===== src/rtl/imem_fetch_ctrl_pkg.sv =====
// -----------------------------------------------------------------------------
// imem_fetch_ctrl_pkg
// Shared definitions for the instruction fetch controller: FSM state encoding
// and the fetch granularity / terminating-word constants.
// Optional feature macro used by the controller: FETCH_MISALIGN_TRAP_EN.
// -----------------------------------------------------------------------------
package imem_fetch_ctrl_pkg;

    typedef enum logic [1:0] {
        IDLE = 2'd0,
        RUN  = 2'd1,
        HALT = 2'd2
    } fetch_state_e;

    localparam int unsigned INSTR_BYTES = 4;
    localparam logic [31:0] ZERO_INSTR  = 32'h0;

endpackage


===== src/rtl/imem_fetch_ctrl_fetch_out_reg.sv =====
// -----------------------------------------------------------------------------
// fetch_out_reg
// One-entry valid/ready holding register between fetch and IF/ID.
// Ports:
//   clk, reset      - clock, synchronous active-high reset
//   flush_i         - drop the held entry (highest priority)
//   capture_i       - load instr_i/pc_i and mark the entry valid
//   instr_i, pc_i   - word and its address to capture
//   ready_i         - consumer accepts the entry this cycle
//   valid_o         - entry is valid
//   instr_o, pc_o   - held word and its address
//   slot_free_o     - entry empty or being accepted this cycle
// -----------------------------------------------------------------------------
module fetch_out_reg (
    input  logic        clk,
    input  logic        reset,
    input  logic        flush_i,
    input  logic        capture_i,
    input  logic [31:0] instr_i,
    input  logic [63:0] pc_i,
    input  logic        ready_i,
    output logic        valid_o,
    output logic [31:0] instr_o,
    output logic [63:0] pc_o,
    output logic        slot_free_o
);

    logic        valid_q;
    logic [31:0] instr_q;
    logic [63:0] pc_q;

    assign slot_free_o = !valid_q || ready_i;

    always_ff @(posedge clk) begin
        if (reset) begin
            valid_q <= 1'b0;
            instr_q <= '0;
            pc_q    <= '0;
        end else if (flush_i) begin
            valid_q <= 1'b0;
        end else if (capture_i) begin
            valid_q <= 1'b1;
            instr_q <= instr_i;
            pc_q    <= pc_i;
        end else if (valid_q && ready_i) begin
            // Accepted with nothing to replace it: the slot empties.
            valid_q <= 1'b0;
        end
    end

    assign valid_o = valid_q;
    assign instr_o = instr_q;
    assign pc_o    = pc_q;

endmodule


===== src/rtl/imem_fetch_ctrl.sv =====
// -----------------------------------------------------------------------------
// imem_fetch_ctrl
// Fetch sequencer for a byte-addressed, combinational-read instruction memory.
// Owns the PC, drives the memory address, captures each 32-bit word into a
// one-entry output register and hands it to IF/ID over valid/ready. Handles
// branch redirects, ID back-pressure and a terminal halt on an out-of-range
// or all-zero fetch.
// Ports:
//   clk, reset                  - clock, synchronous active-high reset
//   start                       - leave IDLE and begin fetching
//   imem_addr / imem_instr      - memory address (the PC) / read data
//   redirect_valid/redirect_pc  - branch/jump redirect from EX
//   out_valid/out_ready         - handshake towards IF/ID
//   out_instr/out_pc            - fetched word and its address
//   halted                      - controller is in HALT
//   fetch_count                 - accepted words, saturating
//   misaligned                  - sticky misaligned-redirect flag
// Macro FETCH_MISALIGN_TRAP_EN: when defined, a misaligned redirect traps
// into HALT and the misaligned port exists; otherwise the target is aligned
// down on load and the port is absent.
// -----------------------------------------------------------------------------
module imem_fetch_ctrl
    import imem_fetch_ctrl_pkg::*;
#(
    parameter logic [63:0] RESET_PC   = 64'd0,
    parameter int unsigned IMEM_BYTES = 88
) (
    input  logic        clk,
    input  logic        reset,
    input  logic        start,
    output logic [63:0] imem_addr,
    input  logic [31:0] imem_instr,
    input  logic        redirect_valid,
    input  logic [63:0] redirect_pc,
    output logic        out_valid,
    input  logic        out_ready,
    output logic [31:0] out_instr,
    output logic [63:0] out_pc,
    output logic        halted,
    output logic [31:0] fetch_count
`ifdef FETCH_MISALIGN_TRAP_EN
    ,
    output logic        misaligned
`endif
);

    fetch_state_e state_q, state_d;
    logic [63:0]  pc_q, pc_d;
    logic [31:0]  count_q;
    logic         capture, flush, slot_free;
    logic [64:0]  fetch_end;
`ifdef FETCH_MISALIGN_TRAP_EN
    logic         mis_q, mis_d;
`endif

    // 65-bit end address so a PC near the top of the space cannot wrap into
    // an apparently legal fetch.
    assign fetch_end = {1'b0, pc_q} + 65'(INSTR_BYTES);

    always_comb begin
        state_d = state_q;
        pc_d    = pc_q;
        capture = 1'b0;
        flush   = 1'b0;
`ifdef FETCH_MISALIGN_TRAP_EN
        mis_d   = mis_q;
`endif
        case (state_q)
            IDLE: begin
                if (start) state_d = RUN;
            end
            RUN: begin
                if (redirect_valid) begin
                    flush = 1'b1;
`ifdef FETCH_MISALIGN_TRAP_EN
                    if (redirect_pc[1:0] != 2'b00) begin
                        mis_d   = 1'b1;
                        state_d = HALT;
                    end else begin
                        pc_d = redirect_pc;
                    end
`else
                    pc_d = redirect_pc & ~64'h3;
`endif
                end else if (slot_free) begin
                    if (fetch_end > 65'(IMEM_BYTES)) begin
                        state_d = HALT;
                    end else if (imem_instr == ZERO_INSTR) begin
                        state_d = HALT;
                    end else begin
                        capture = 1'b1;
                        pc_d    = pc_q + 64'(INSTR_BYTES);
                    end
                end
            end
            default: ;
        endcase
    end

    always_ff @(posedge clk) begin
        if (reset) begin
            state_q <= IDLE;
            pc_q    <= RESET_PC;
            count_q <= '0;
`ifdef FETCH_MISALIGN_TRAP_EN
            mis_q   <= 1'b0;
`endif
        end else begin
            state_q <= state_d;
            pc_q    <= pc_d;
            if (out_valid && out_ready && (count_q != 32'hFFFF_FFFF))
                count_q <= count_q + 32'd1;
`ifdef FETCH_MISALIGN_TRAP_EN
            mis_q   <= mis_d;
`endif
        end
    end

    // Entering HALT needs no explicit clear: HALT is only entered with the
    // slot free, so any held word is already being accepted that cycle.
    fetch_out_reg u_out (
        .clk         (clk),
        .reset       (reset),
        .flush_i     (flush),
        .capture_i   (capture),
        .instr_i     (imem_instr),
        .pc_i        (pc_q),
        .ready_i     (out_ready),
        .valid_o     (out_valid),
        .instr_o     (out_instr),
        .pc_o        (out_pc),
        .slot_free_o (slot_free)
    );

    assign imem_addr   = pc_q;
    assign halted      = (state_q == HALT);
    assign fetch_count = count_q;
`ifdef FETCH_MISALIGN_TRAP_EN
    assign misaligned  = mis_q;
`endif

endmodule


===== config.mk =====
export PLATFORM = sky130hd
export DESIGN_NAME = imem_fetch_ctrl
export DESIGN_NICKNAME = d
export VERILOG_FILES = /design/src/rtl/imem_fetch_ctrl_pkg.sv /design/src/rtl/imem_fetch_ctrl_fetch_out_reg.sv /design/src/rtl/imem_fetch_ctrl.sv
export SDC_FILE = /design/constraint.sdc
export NUM_CORES = 1
export LEC_CHECK = 0
export CORE_MARGIN = 3
export CORE_UTILIZATION = 43
export CTS_CLUSTER_DIAMETER = 60
export DETAILED_ROUTE_END_ITERATION = 7
export GPL_TIMING_DRIVEN = 1
export HOLD_SLACK_MARGIN = 0.03
export PLACE_DENSITY = 0.87
export SYNTH_ARGS = -nofsm -noshare
export SYNTH_HDL_FRONTEND = slang
export SYNTH_SLANG_ARGS = --single-unit

===== constraint.sdc =====
create_clock -name clk -period 3.7 [get_ports clk]
set_input_delay 0.74 -clock clk [delete_from_list [all_inputs] [get_ports clk]]
set_output_delay 0.74 -clock clk [all_outputs]
set_load 0.01 [all_outputs]

Word level (Yosys, flattened, before mapping)

Cells that the tools add are included.

Flip-flop bits (word level): 195
Input bits: 101
Output and inout port bits: 194
Word-level logic and storage cells: 52

Add/sub/neg operators: 3
Magnitude comparators: 1
Equal/unequal tests: 9
Mux-type cells: 19
Bitwise operators: 1
Reduce and logical (&&, ||, !) cells: 13

Operators with widths:

| cell                                                           | number |
|---|---|
| two-way mux 64 bit                                             | 4 |
| adder 64 x 3 -> 65 bit, second input constant                  | 1 |
| greater-than comparator 65 x 7 -> 1 bit, second input constant | 1 |
| adder 64 x 3 -> 64 bit, second input constant                  | 1 |
| adder 32 x 1 -> 32 bit, second input constant                  | 1 |
| logical NOT 32 bit                                             | 1 |
| != test 32 bit, second input constant                          | 1 |
| two-way mux 2 bit                                              | 5 |
| != test 2 bit, second input constant                           | 5 |
| two-way mux 1 bit                                              | 9 |
| nonzero test 2 bit                                             | 3 |
| AND reduction 5 bit                                            | 1 |
| one-hot mux 2 bit (2 select lines)                             | 1 |
| AND reduction 4 bit                                            | 1 |
| != test 3 bit, second input constant                           | 1 |
| == test 2 x 1 -> 1 bit, second input constant                  | 1 |
| == test 2 bit, second input constant                           | 1 |
| logical AND 1 bit                                              | 2 |
| logical NOT 2 bit                                              | 1 |
| AND reduction 2 bit                                            | 1 |
| OR reduction 2 bit                                             | 1 |
| logical NOT 1 bit                                              | 1 |
| logical OR 1 bit                                               | 1 |
| inverter 1 bit                                                 | 1 |

Logic depth before layout (Yosys ltp)

Word-level depth: 7
Depth in mapped cells: 15
Mapped depth without buffers: 12

Cells and area by module

From an unflattened synthesis, not the netlist that was laid out.

Cells, all modules: 1253
Area total of the unflattened synthesis: 10616.4 um2

Modules (own cells, without submodules):

| module          | instances | cells an instance | area each (um2) | seq. area each (um2) |
|---|---|---|---|---|
| imem_fetch_ctrl | 1         | 813               | 6237.2          | 1921.8 |
| fetch_out_reg   | 1         | 440               | 4379.2          | 1941.9 |

Worst setup path before layout

Ideal clock, no wire load.

Kind: register to register
Start: register pc_q[2] (netlist: imem_addr[2])
End: register u_out.pc_q[5] (netlist: u_out.pc_o[5])
Setup time: 0.128 ns
Data arrival time: 3.632 ns
Required time: 3.572 ns
Setup slack: -0.059 ns
Stages on the path, launching flop included: 14
Buffers on the path: 3
Period minus slack after synthesis: 3.759 ns
Cells stage by stage: dfxtp_1 > ha_1 > clkbuf_1 > and4_1 > and4_1 > and4_1 > mux2_2 > or4_1 > or3_4 > nor3_4 > buf_6 > buf_6 > mux2i_1 > nor2_1

Longest elaborated chain between the ends: 7

Ends and longest elaborated chain:

| item                                    | RTL line                            | RTL |
|---|---|---|
| from (decl)                             | imem_fetch_ctrl.sv:48               | `logic [63:0] pc_q, pc_d;` |
| from (signal assigned)                  | imem_fetch_ctrl.sv:110              | `pc_q <= pc_d;` |
| adder 64 x 3 -> 65 bit                  | imem_fetch_ctrl.sv:58               | `assign fetch_end = {1'b0, pc_q} + 65'(INSTR_BYTES);` |
| greater-than comparator 65 x 7 -> 1 bit | imem_fetch_ctrl.sv:86               | `if (fetch_end > 65'(IMEM_BYTES)) begin` |
| two-way mux 1 bit                       | imem_fetch_ctrl.sv:86               |  |
| two-way mux 1 bit                       | imem_fetch_ctrl.sv:85               | `end else if (slot_free) begin` |
| two-way mux 1 bit                       | imem_fetch_ctrl.sv:73               | `if (redirect_valid) begin` |
| two-way mux 1 bit                       | imem_fetch_ctrl.sv:68               | `case (state_q)` |
| AND reduction 2 bit (no line)           | n/a                                 |  |
| to (signal assigned)                    | imem_fetch_ctrl_fetch_out_reg.sv:44 | `pc_q <= pc_i;` |
| to (decl)                               | imem_fetch_ctrl_fetch_out_reg.sv:30 | `logic [63:0] pc_q;` |

Every way passes these cells.
A chain may end at the register's enable or synchronous reset.

Worst setup path after layout

Start: register pc_q[24] (netlist: imem_addr[24])
End: register u_out.instr_q[13] (netlist: u_out.instr_o[13])

Longest elaborated chain between the ends: 7

Ends and longest elaborated chain:

| item                                    | RTL line                            | RTL |
|---|---|---|
| adder 64 x 3 -> 65 bit                  | imem_fetch_ctrl.sv:58               |  |
| greater-than comparator 65 x 7 -> 1 bit | imem_fetch_ctrl.sv:86               |  |
| two-way mux 1 bit                       | imem_fetch_ctrl.sv:86               |  |
| two-way mux 1 bit                       | imem_fetch_ctrl.sv:85               |  |
| two-way mux 1 bit                       | imem_fetch_ctrl.sv:73               |  |
| two-way mux 1 bit                       | imem_fetch_ctrl.sv:68               |  |
| AND reduction 2 bit (no line)           | n/a                                 |  |
| to (signal assigned)                    | imem_fetch_ctrl_fetch_out_reg.sv:43 | `instr_q <= instr_i;` |
| to (decl)                               | imem_fetch_ctrl_fetch_out_reg.sv:29 | `logic [31:0] instr_q;` |

Every way passes these cells.

==> results.md <==
* Critical Path Max Stage Delay at about 520 ps
* CTS tree: built
* CTS clk-pin slew, worst paths at around 80 ps
* Minimum clock period at 3732 ps
* Hold Violations, Final at 0
* Die X-Extent at ~160 um
* Initial antenna violation count at 0
* Logic pwr share at about a fifth
* Delay-heaviest family, CP: simple AND/OR/NAND/NOR gates
* Worst-Skew Late Latency at approximately 440 ps
* Gr ovfl total at 0
* GRT Util Overall at 28.46%
* Effective utilization at floorplan at a little over two fifths
* ANT nets after route at 0
* Status: finished, violations left
* Most used cell, CP: nor2_1
* Layout Utilization at approximately two thirds
* First-pass GRT wire length at 55.72 mm
* Cells along the critical path: nand3_1 -> or4_4 -> buf_4 -> nor4_1 -> and4_1 -> nor2_1 -> and4b_1 -> nand4_1 -> nor3_4 -> buf_12 -> buf_16 -> mux2i_2 -> nor2_1
* Vias in the first global route at slightly above 10000
* Post-Synthesis Cells at about 1200
* Worst Path Required at 4000 ps
* Synth Register Bits at roughly 190
* Tcrit/Tclk final at 100.9%
* Worst path bufs/invs at 3
* Vias at about 11000
* Clk_skew at approximately 17 ps
* Ports at roughly 300
* Asr flop ratio synth at 0%
* Share of cells above drive strength 1 at about 17%
* Final setup violating endpoints at 6
* Slew @ Worst Pin at ~1200 ps
* DIE AREA at between 20000 and 25000 um^2
* Vias per cell at around 5.8
* Num Clock Sinks at roughly 190
* Routed WL per cell at between 15 and 20 um
* Commonest cells post-synth: dfxtp_1 (191), nor2_1 (119), nand2_1 (109)
* Slowest cell on the critical path: or4_4
* Synthesis Warnings at 0
* Post-synth top area cell: dfxtp_1
* Max-slew violation count at 0
* DP Cell Count at between 1500 and 2000
* Min-delay worst type: flip-flop to flip-flop
* Die Span Y at 155.9 um
* Max IR drop VDD at 0.0002877 V
* Crit. End Element: flip-flop
* Net Switching at around 1500 uW
* Detailed-route DRC error count at 0
* Count leader, synth: dfxtp_1
* Synthesized area at between 9000 and 10000 um^2
* Worst setup path category: flip-flop to flip-flop
* Detailed Place HPWL at 27.06 mm
* Max-Cap Viols at 0
* CP Max Fanout at 10
* Final #Nets at 1641
* Failing checks: negative setup slack
* Critical Path Start Type: flip-flop
* Core area at ~22000 um^2
* Int Power at roughly 3500 uW
* Post-synthesis sequential area ratio at ~40%
* Pleak at just over 0.005 uW
* Final cell count without fillers at 1830
* Sw Ratio at between 30% and 40%
* Max clock buf depth at 2
* EDFF count, synth at 0
* Min Hold Slack at roughly 460 ps
* GP Congestion at between 0.9 and 1
* Filler cell count at 1742
* Reg power frac at a little over two fifths
* PwrDens at between 300 and 400 nW/um^2
* Pin count of the biggest net entering global routing at 75
* Worst setup margin at -31.56 ps
* Clock root buffer: clkbuf_16
* IO buf count at 288
* CTS HTree Levels at 4
* Arrival @ worst endpoint at around 4000 ps
* DRT iter0 DRCs at between 800 and 900
* CTS buffer count at 17
* Final WL at roughly 36 mm
* Slew HR at approximately 20%
* Yosys cell types at 75
* Max Fclk at approximately 270 MHz
* Layout area overhead at 50.17%
* First-pass iteration count of the detailed router at 6
* Area share of the largest cell type after synthesis at 39.59%
* N_diodes at 0
* Row count at 54
* Top cells by area, synth: dfxtp_1 (40%), mux2i_1 (5.1%), nor2_1 (4.6%)
* Avg Cell Area, Syn at around 8.3 um^2
* Clock Power Share at 37.9%
* Main synth FF type: dfxtp_1
* Hold_buf cts at 0
## power groups by stage
stage          sequential, uW  clock [uW]  combinational [uW]
2_1_floorplan            2230           0                 448
3_3_place_gp             2220           0                 891
3_5_place_dp             2220           0                 910
4_1_cts                  2170        1940                 917
5_1_grt                  2190        2030                1050
6_report                 2180        1930                 984
## per-layer routing
layer	track usage, %	routed length [um]	vias up
met5	0	0	-
met4	11.40	1375	0
met3	7.351	3331	97
met2	48.02	17520	545
met1	34.70	14270	5045
li1	-	-	4913
## worst reg2reg max path, stage by stage (launching register included)
cell     delay (ps)
dfxtp_1         460
nand3_1         160
or4_4           520
buf_4           190
nor4_1          500
and4_1          370
nor2_1           50
and4b_1         320
nand4_1         180
nor3_4          220
buf_12          180
buf_16          160
mux2i_2         220
nor2_1           70
## layout make-up
type	count	area, um^2	area share, %
clock inverters	14	177.7	1.225
flip-flops and latches	191	3840	26.48
well taps	280	350.3	2.415
inverters	10	37.54	0.2588
clock buffers	18	429.2	2.959
repair buffers	442	4164	28.71
multi-input cells	875	5505	37.96
## flip-flops by register name, indices dropped and copies added, names as in the netlist
name           cells
imem_addr         62
state_q            2
u_out.valid_o      1
u_out.pc_o        62
fetch_count       32
u_out.instr_o     32
## per-stage QoR
step                      power, uW  setup WS [ps]  TNS (ps)  area, um^2
final                          5092         -31.56    -67.35       14500
after floorplan                2682          7.891         0        9682
after global placement         3108         -107.6     -4861       13610
after detailed placement       3130         -172.0     -7893       13610
after global routing           5262         -108.3     -6134       14500
after CTS                      5030         0.5449         0       14270
## path summary, 6_finish.rpt
| kind | endpoint | depth (start not counted) | slack (ps) | startpoint |
|---|---|---|---|---|
| worst max-delay path | u_out.instr_o[13]$_SDFFE_PP0P_ | 13 | -30 | imem_addr[24]$_SDFFE_PP0P_ |
| worst min-delay path | u_out.pc_o[29]$_SDFFE_PP0P_ | 1 | 460 | u_out.pc_o[29]$_SDFFE_PP0P_ |
| worst max register to register | u_out.instr_o[13]$_SDFFE_PP0P_ | 13 | -30 | imem_addr[24]$_SDFFE_PP0P_ |
| worst min register to register | u_out.pc_o[29]$_SDFFE_PP0P_ | 1 | 460 | u_out.pc_o[29]$_SDFFE_PP0P_ |
## cells in the final DEF (no fill, tap or decap), types with 46 or more instances in the layout
cell,Yosys,routed
dfxtp_1,191,178
nand2_1,109,109
clkdlybuf4s50_1,0,286
and2_1,64,64
a21oi_1,60,60
o21ai_0,57,56
buf_4,6,148
mux2i_1,49,46
nor2_1,119,117
nand4_1,59,59
## cells by family (layout without fill, tap and decap cells)
kind of cell / after synthesis / in the layout / synth area share, %
AOI/OAI and AO/OA: 174 / 174 / 11.13
xor gates and xnor gates: 55 / 55 / 4.988
adders and majority gates: 3 / 3 / 0.3887
buffers and inverters: 105 / 484 / 5.182
DFF: 191 / 191 / 39.59
muxes: 54 / 54 / 5.661
other: 1 / 4 / 0.03883
and+or+nand+nor: 585 / 585 / 33.02
## what timing repair did
action                                  in CTS  in global routing
pin swaps                                    2                 10
gates resized for setup                     15                 32
endpoints found under the setup margin      84                 97
buffers inserted                             0                  4
gates cloned                                 0                  3
Note: power is estimated with default switching activity, not from simulation.
==> edit: new RTL, same settings <==
Register the output `fetch_count` once more, without a reset; this adds one clock of latency there. The other outputs are not delayed to match.
--- a/src/rtl/imem_fetch_ctrl.sv
+++ b/src/rtl/imem_fetch_ctrl.sv
@@ -134,7 +134,9 @@
 
     assign imem_addr   = pc_q;
     assign halted      = (state_q == HALT);
-    assign fetch_count = count_q;
+    always_ff @(posedge clk) begin
+        fetch_count <= count_q;
+    end
 `ifdef FETCH_MISALIGN_TRAP_EN
     assign misaligned  = mis_q;
 `endif
Behaviour: not the same (a bounded check fails within 4 cycles, from zero or initial values and one cycle with reset high).
==> edit against the original RTL <==
Total power increased by 21%; setup slack better by 32 ps; sequential share of layout area grew 2.7 points; sequential power rose by 15%; design area up 6.1%; maximum frequency grew 0.87%; wire length grew 10%; area after synthesis rose by 6.2%; sequential cell count is 32 higher; clock power is 34% higher; critical path depth decreased by 3; clock skew fell by 6.3 ps; critical path type unchanged; critical endpoint is now u_out.instr_o[19]$_SDFFE_PP0P_.
==> edit: results <==
outcome:
  status: "complete, no violations"
placement:
  dp_cells: 1814
  post-dp-hpwl_um: 28600
  gp_congestion: 0.998
  placed_area_mm2: 0.0142
sta:
  worstMarginPinSlew_ps: 825
  whs_ps: 384
  fin_skew_ps: 10.5
clocking:
  numCtsBuffers: 24
  clock-root-buffer: "clkbuf_16"
  insertion_delay_ps: 540
  htreeDepth: 1
  clockBufferDepth: 3
global_route:
  use_met1_pct: 37.3
  use_met3_pct: 5.86
  grt_pass1_wl_um: 61100
  grt_pass1_vias: 10600
  track_usage_pct: 29.4
  met2_usage_pct: 49.6
  grt_max_degree: 57
synth:
  netlist_instances: 1179
  synth_commonest_cells: "dfxtp_1, nand2_1, a21oi_1"
  synthMuxAreaShare_pct: 2.11
  synth_cell_types: 67
  synth_xor_area_share_pct: 3.76
  seq_area_frac_synth_pct: 43.5
  synth.area.top_cells: "dfxtp_1, nand4_1, nand2_1"
  synthAdderAreaFrac_pct: 0.366
  synth_compound_area_share_pct: 16.5
setup_path:
  arrival_ps: 4090
  r2r_end: "u_out.instr_o[19]$_SDFFE_PP0P_"
  critPathLaunch: "imem_addr[23]$_SDFFE_PP0P_"
  crit_type: "register to register"
  cpMaxStageDelayCell: "or4_4"
  rr_worst_depth: 10
  slowest_delay_ps: 660
  crit_fanout: 8
  rrSetupSlack_ps: 0.7
finish:
  drive_above_1_share_pct: 17.6
  instances_no_fill: 1868
  nets: 1644
worst_hold_path:
  min-delay-start: "count_q[25]$_SDFFE_PP0P_"
  hold_depth: 0
  hold_path_end: "fetch_count[25]$_DFF_P_"
  hold_class: "register to register"
power:
  ir_drop_mv: 0.425
  p_leak_uw: 0.00562
routing:
  drtPass1Iterations: 5
  drtIter0Drc: 1132
  avgRoutedWirePerCell_um: 21.6
  vias_per_cell: 5.85
==> edit: cell count changes after synthesis, moves of 11 or more <==
cell	delta
nor4_1	-18
o21ai_0	-35
nor2_1	-45
nand3_1	+11
a22o_1	+13
o31ai_1	+17
o31ai_2	+29
dfxtp_1	+32
nand4_1	+21
nor3_1	-12
nand2_1	+18
mux2i_1	-33
a21oi_1	+26
==> edit: final cells by class <==
class	instances	area, um^2
clock buffers	29	669
flip-flops and latches	223	4490
repair buffers	428	4070
inverters	11	41.3
clock inverters	12	191
multi-input cells	852	5530
fillers	1778	7670
well taps	313	392
==> edit: stage by stage <==
stage | TNS, ps | worst slack (ps) | util (%) | power (uW)
3_5_place_dp | -6990 | -188 | 61.4 | 3510
4_1_cts | -0.305 | -0.305 | 65.4 | 6090
6_report | 0 | 0.718 | 66.7 | 6140
2_1_floorplan | 0 | 5.71 | - | 3040
3_3_place_gp | -2620 | -135 | 61.4 | 3500
5_1_grt | -469 | -40.6 | 66.7 | 6310
==> edit: power breakdown <==
group          leakage (uW)  internal [uW]  switching, uW
clock              0.000420           1520           1060
sequential          0.00181           2450           53.2
combinational       0.00340            464            584
total               0.00562           4430           1700
==> edit: cells by family after synthesis <==
group,after synthesis
buf+inv,107
flops,223
xor+xnor,44
mux,21
other cells,1
compound gates,229
simple gates,551
fa+ha+maj,3
==> edit: routing by layer <==
metal,vias up,part of all wire [%]
met1,5184,39
met3,109,9.1
met2,589,48
met5,-,0
met4,0,3.8
li1,5039,-
==> edit: timing repair <==
item,in CTS,in global routing
setup buffers,1,8
cloned,0,4
pin swaps,1,14
setup endpoints to repair,98,125
gates resized for setup,10,39
